File: src/rtl/bus_arbiter_2m.sv
// Two-master round-robin bus arbiter with a locked grant and a watchdog that
// returns an error word when the slave never completes.
module bus_arbiter_2m #(
  parameter int            N        = 32,
  parameter int            TIMEOUT  = 64,
  parameter logic [N-1:0]  ERR_DATA = N'(32'hDEADBEEF)
) (
  input  logic         clk,
  input  logic         rst,
  input  logic         m0_req,
  input  logic [N-1:0] m0_addr,
  input  logic         m0_cmd,
  input  logic [N-1:0] m0_wdata,
  output logic         m0_ack,
  output logic [N-1:0] m0_rdata,
  input  logic         m1_req,
  input  logic [N-1:0] m1_addr,
  input  logic         m1_cmd,
  input  logic [N-1:0] m1_wdata,
  output logic         m1_ack,
  output logic [N-1:0] m1_rdata,
  output logic         bus_req,
  output logic [N-1:0] bus_addr,
  output logic         bus_cmd,
  output logic [N-1:0] bus_wdata,
  input  logic         bus_ack,
  input  logic [N-1:0] bus_rdata,
  output logic         timeout_err
);

  localparam bit             WD_EN   = (TIMEOUT > 0);
  localparam int             WDW     = WD_EN ? $clog2(TIMEOUT + 1) : 1;
  localparam logic [WDW-1:0] WD_LAST = WD_EN ? WDW'(TIMEOUT - 1) : '0;
  localparam logic [WDW-1:0] WD_MAX  = WD_EN ? WDW'(TIMEOUT) : '0;

  typedef enum logic {
    IDLE = 1'b0,
    BUSY = 1'b1
  } state_t;

  state_t         state;
  logic           gnt;
  logic           rr_last;
  logic [WDW-1:0] wd_cnt;

  logic           busy;
  logic           g_req;
  logic           g_cmd;
  logic [N-1:0]   g_addr;
  logic [N-1:0]   g_wdata;
  logic           done_ok;
  logic           done_to;
  logic           viol;
  logic           pick;

  // Granted-master mux, completion/timeout/violation detection, next-grant pick
  always_comb begin
    busy = (state == BUSY);
    if (gnt) begin
      g_req   = m1_req;
      g_cmd   = m1_cmd;
      g_addr  = m1_addr;
      g_wdata = m1_wdata;
    end else begin
      g_req   = m0_req;
      g_cmd   = m0_cmd;
      g_addr  = m0_addr;
      g_wdata = m0_wdata;
    end
    done_ok = busy && g_req && bus_ack;
    // a same-cycle bus_ack beats the watchdog
    done_to = WD_EN && busy && g_req && !bus_ack && (wd_cnt == WD_LAST);
    viol    = busy && !g_req;
    if (m0_req && m1_req) begin
      pick = ~rr_last;
    end else if (m1_req) begin
      pick = 1'b1;
    end else begin
      pick = 1'b0;
    end
  end

  // Arbiter FSM: grant lock, round-robin history and saturating watchdog
  always_ff @(posedge clk) begin
    if (rst) begin
      state   <= IDLE;
      gnt     <= 1'b0;
      rr_last <= 1'b1;
      wd_cnt  <= '0;
    end else begin
      case (state)
        IDLE: begin
          if (m0_req || m1_req) begin
            gnt    <= pick;
            state  <= BUSY;
            wd_cnt <= '0;
          end else begin
            state  <= IDLE;
          end
        end
        BUSY: begin
          if (done_ok || done_to || viol) begin
            state   <= IDLE;
            rr_last <= gnt;
          end else if (WD_EN && (wd_cnt != WD_MAX)) begin
            wd_cnt  <= wd_cnt + 1'b1;
          end else begin
            wd_cnt  <= wd_cnt;
          end
        end
        default: begin
          state <= IDLE;
        end
      endcase
    end
  end

  // Bus-side and master-side outputs; reset blanks them in the same cycle
  always_comb begin
    bus_req     = 1'b0;
    bus_addr    = '0;
    bus_cmd     = 1'b0;
    bus_wdata   = '0;
    m0_ack      = 1'b0;
    m0_rdata    = '0;
    m1_ack      = 1'b0;
    m1_rdata    = '0;
    timeout_err = 1'b0;
    if (!rst && busy) begin
      bus_req     = g_req && !done_to;
      bus_addr    = g_addr;
      bus_cmd     = g_cmd;
      bus_wdata   = g_wdata;
      timeout_err = done_to;
      if (done_ok || done_to) begin
        if (gnt) begin
          m1_ack   = 1'b1;
          m1_rdata = done_to ? ERR_DATA : bus_rdata;
        end else begin
          m0_ack   = 1'b1;
          m0_rdata = done_to ? ERR_DATA : bus_rdata;
        end
      end else begin
        m0_ack = 1'b0;
        m1_ack = 1'b0;
      end
    end else begin
      bus_req = 1'b0;
    end
  end

endmodule

File: config.mk
export PLATFORM = sky130hd
export DESIGN_NAME = bus_arbiter_2m
export DESIGN_NICKNAME = d
export VERILOG_FILES = /design/src/rtl/bus_arbiter_2m.sv
export SDC_FILE = /design/constraint.sdc
export NUM_CORES = 1
export LEC_CHECK = 0
export CAP_MARGIN = 5
export CORE_AREA = 3 3 115 117
export DETAILED_ROUTE_END_ITERATION = 8
export DIE_AREA = 0 0 118 120
export GPL_ROUTABILITY_DRIVEN = 0
export PLACE_DENSITY = 0.7
export SYNTH_ARGS = -nofsm -noshare
export SYNTH_HDL_FRONTEND = slang
export SYNTH_SLANG_ARGS = --single-unit
File: constraint.sdc
create_clock -name clk -period 3.7 [get_ports clk]
set_clock_uncertainty 0.15 [all_clocks]
set_input_delay 0.555 -clock clk [delete_from_list [all_inputs] [get_ports clk]]
set_output_delay 0.555 -clock clk [all_outputs]
set_load 0.02 [all_outputs]
==> flow_summary.toml <==
[route]
vias = 3340
drt_iter0_markers = 76
detail_route.drc_violations = 0
post_drt_wl_per_cell_um = 16.00
routed_wl_um = 12060
dr.pass1.iters = 6
viasPerCell = 4.430
postRouteAntennaNets = 0

[timing]
period_needed_ns = 3.452
maxSlewViolCount = 0
rsz0062_at_grt = "no"
fin_crit_sh_pct = 93.30
worst_slew_pin_slew_ns = 0.7952
finalSetupTns_ns = 0
maxSlewHeadroom_pct = 46.99
fmax_mhz = 289.7
hold_violations = 0
final-setup-viol-count = 0

[clocking]
clk_latency_ns = 0.24
cts_hold_buf = 0
clock_sinks = 10
cts_tree = "built"
cts_max_path_buffers = 2
cts_max_level = 1
clkTransAtPathRegs_ns = 0.04
cts_root_buffer = "clkbuf_16"
cts_buffers = 3
post_cts_resized = 0
post-cts-setup-buffers = 0

[global_route]
grt_overflow_total = 0
grt_pass1_wl_um = 18060
grt_pass1_vias = 3318
antenna_found_initial = 0
grt_max_degree = 51
globalRouteTotalUtil_pct = 15.55

[setup_path]
arrival_ns = 2.75
end_kind = "output pin"
cp.required_ns = 2.99
slowest_delay_ns = 0.61
r2r_cells = 4
worstReg2RegEnd = "wd_cnt[2]"
critical_path_class = "in -> out"
crit_slowest_cell = "clkdlybuf4s50_1"
worst-r2r-setup-slack_ns = 1.70
path_cells = "clkdlybuf4s50_1 > mux2i_1 > nor2_1 > and3_1 > buf_12 > o21a_1 > clkdlybuf4s50_1"
crit_top_cell = "clkdlybuf4s50_1"
crit_path_max_fanout = 49
r2r_start = "busy"
startpoint_type = "input port"

[die]
dieArea_mm2 = 0.01416
die_h_um = 120
row_count = 41
fp.dieW_um = 118
coreArea_mm2 = 0.01247
ios = 300
initial_core_util_pct = 17.50

[final_layout]
drive_above_1_share_pct = 3.608
final_cells = 754
nets = 752
antennaDiodeCount = 0
fillers = 1256
areaGrowthSynthToFinish_pct = 149.0

[logic_synthesis]
syn-num-nets = 472
ys_ff_latch = 10
yosysWarningCount = 0
synth_top_cell_by_area = "mux2i_1"
syn_inst = 303
synthDistinctLibCells = 42
synthTopCellsByArea = "mux2i_1 30%, o21a_1 17%, nor2_1 12%"
synth_top_area_share_pct = 30.28
synth_area_mm2 = 0.002182
seq_area_frac_synth_pct = 9.174
synth_common_cells = "69 x nor2_1, 66 x mux2i_1, 48 x o21a_1"
ys.flop_type = "dfxtp_1"
synth.most_common_cell = "nor2_1"
synth-async-reset-ratio_pct = 0
postSynthAreaPerCell_um2 = 7.202
synth_edf_count = 0

[hold_path]
min_to = "wd_cnt[6]"
hold_class = "reg -> reg"
min_path_cells = 1
min_from = "wd_cnt[6]"

[place]
place_hpwl_um = 10090
portBuffers = 299
dp_cells = 750

[run]
cap_viol_max_count = 0

[pwr]
pwr_density_cell_mw_per_mm2 = 149.7
ir_drop_v = 0.0001940
p_leak_nw = 1.964

[outcome]
status = "complete, no violations"
[report_power, final]
| part | total, W | internal [W] | leakage, nW | switching [W] |
|---|---|---|---|---|
| Combinational | 0.000477 | 0.000286 | 1.84 | 0.000191 |
| Clock | 0.000216 | 0.000163 | 0.0442 | 0.0000537 |
| Sequential | 0.000120 | 0.000112 | 0.0820 | 0.00000825 |
| Total | 0.000813 | 0.000561 | 1.96 | 0.000253 |
[layout make-up]
| class | instances | area, um^2 | share of cell area (%) |
|---|---|---|---|
| Sequential cell | 10 | 203.9 | 3.753 |
| Inverter | 5 | 18.77 | 0.3454 |
| Multi-Input combinational cell | 256 | 1817 | 33.43 |
| Timing Repair Buffer | 307 | 3090 | 56.87 |
| Clock buffer | 4 | 88.84 | 1.635 |
| Tap cell | 172 | 215.2 | 3.960 |
[state kept, by name, indices dropped and copies added, names as in the netlist]
name     count
busy         1
wd_cnt       7
rr_last      1
gnt          1
[metal layers]
layer	global-route usage (%)	vias to the layer above	part of all wire, %	wire [um]
met5	0	-	0	0
met4	3.077	0	1.6	190
met3	4.713	14	9.0	1091
met2	29.25	198	51	6108
met1	17.30	1483	39	4670
li1	-	1645	-	-
[per-stage QoR]
| stage | util, % | cell area (um^2) | setup slack [ns] | power [W] | hold WS, ns |
|---|---|---|---|---|---|
| after floorplan | - | 2182 | 1.202 | 0.0003091 | 0.3283 |
| after global placement | 42.84 | 5340 | 0.3617 | 0.0005939 | 0.3461 |
| after detailed placement | 42.84 | 5340 | 0.2975 | 0.0005984 | 0.3537 |
| after CTS | 43.55 | 5429 | 0.2949 | 0.0008190 | 0.3607 |
| after global routing | 43.59 | 5434 | 0.1009 | 0.0008540 | 0.3812 |
| final | 43.59 | 5434 | 0.2479 | 0.0008132 | 0.3614 |
[cell families after synthesis]
group	share of synthesized area (%)
and+or+nand+nor	25.75
AOI/OAI and AO/OA	24.77
adders and majority gates	1.147
DFF	9.174
buffers and inverters	8.199
muxes	30.96
[cells in the final DEF (no fill, tap or decap), types with 4 or more instances in the layout]
cell / instances
inv_1: 5
mux2i_1: 66
buf_4: 5
clkdlybuf4s50_1: 299
and3_1: 19
o21ai_0: 4
nand2_1: 7
dfxtp_1: 9
o21a_1: 48
a31oi_1: 5
nor2_1: 69
[worst max path at each step]
stage	startpoint	endpoint	slack [ns]
after detailed placement	m0_req	m0_rdata[17]	0.30
final	m0_req	m0_rdata[15]	0.25
after global routing	m0_req	m1_rdata[3]	0.10
after floorplan	m1_req	bus_req	1.20
after CTS	m0_req	m0_rdata[17]	0.29
after global placement	m1_req	bus_req	0.36
[worst max-delay path, delay by kind of cell]
kind                   cells  cell delay (ns)
buffers and inverters      3             1.41
AOI/OAI and AO/OA          1             0.14
and+or+nand+nor            2             0.49
muxes                      1             0.13
Note: power is estimated with default switching activity, not from simulation.
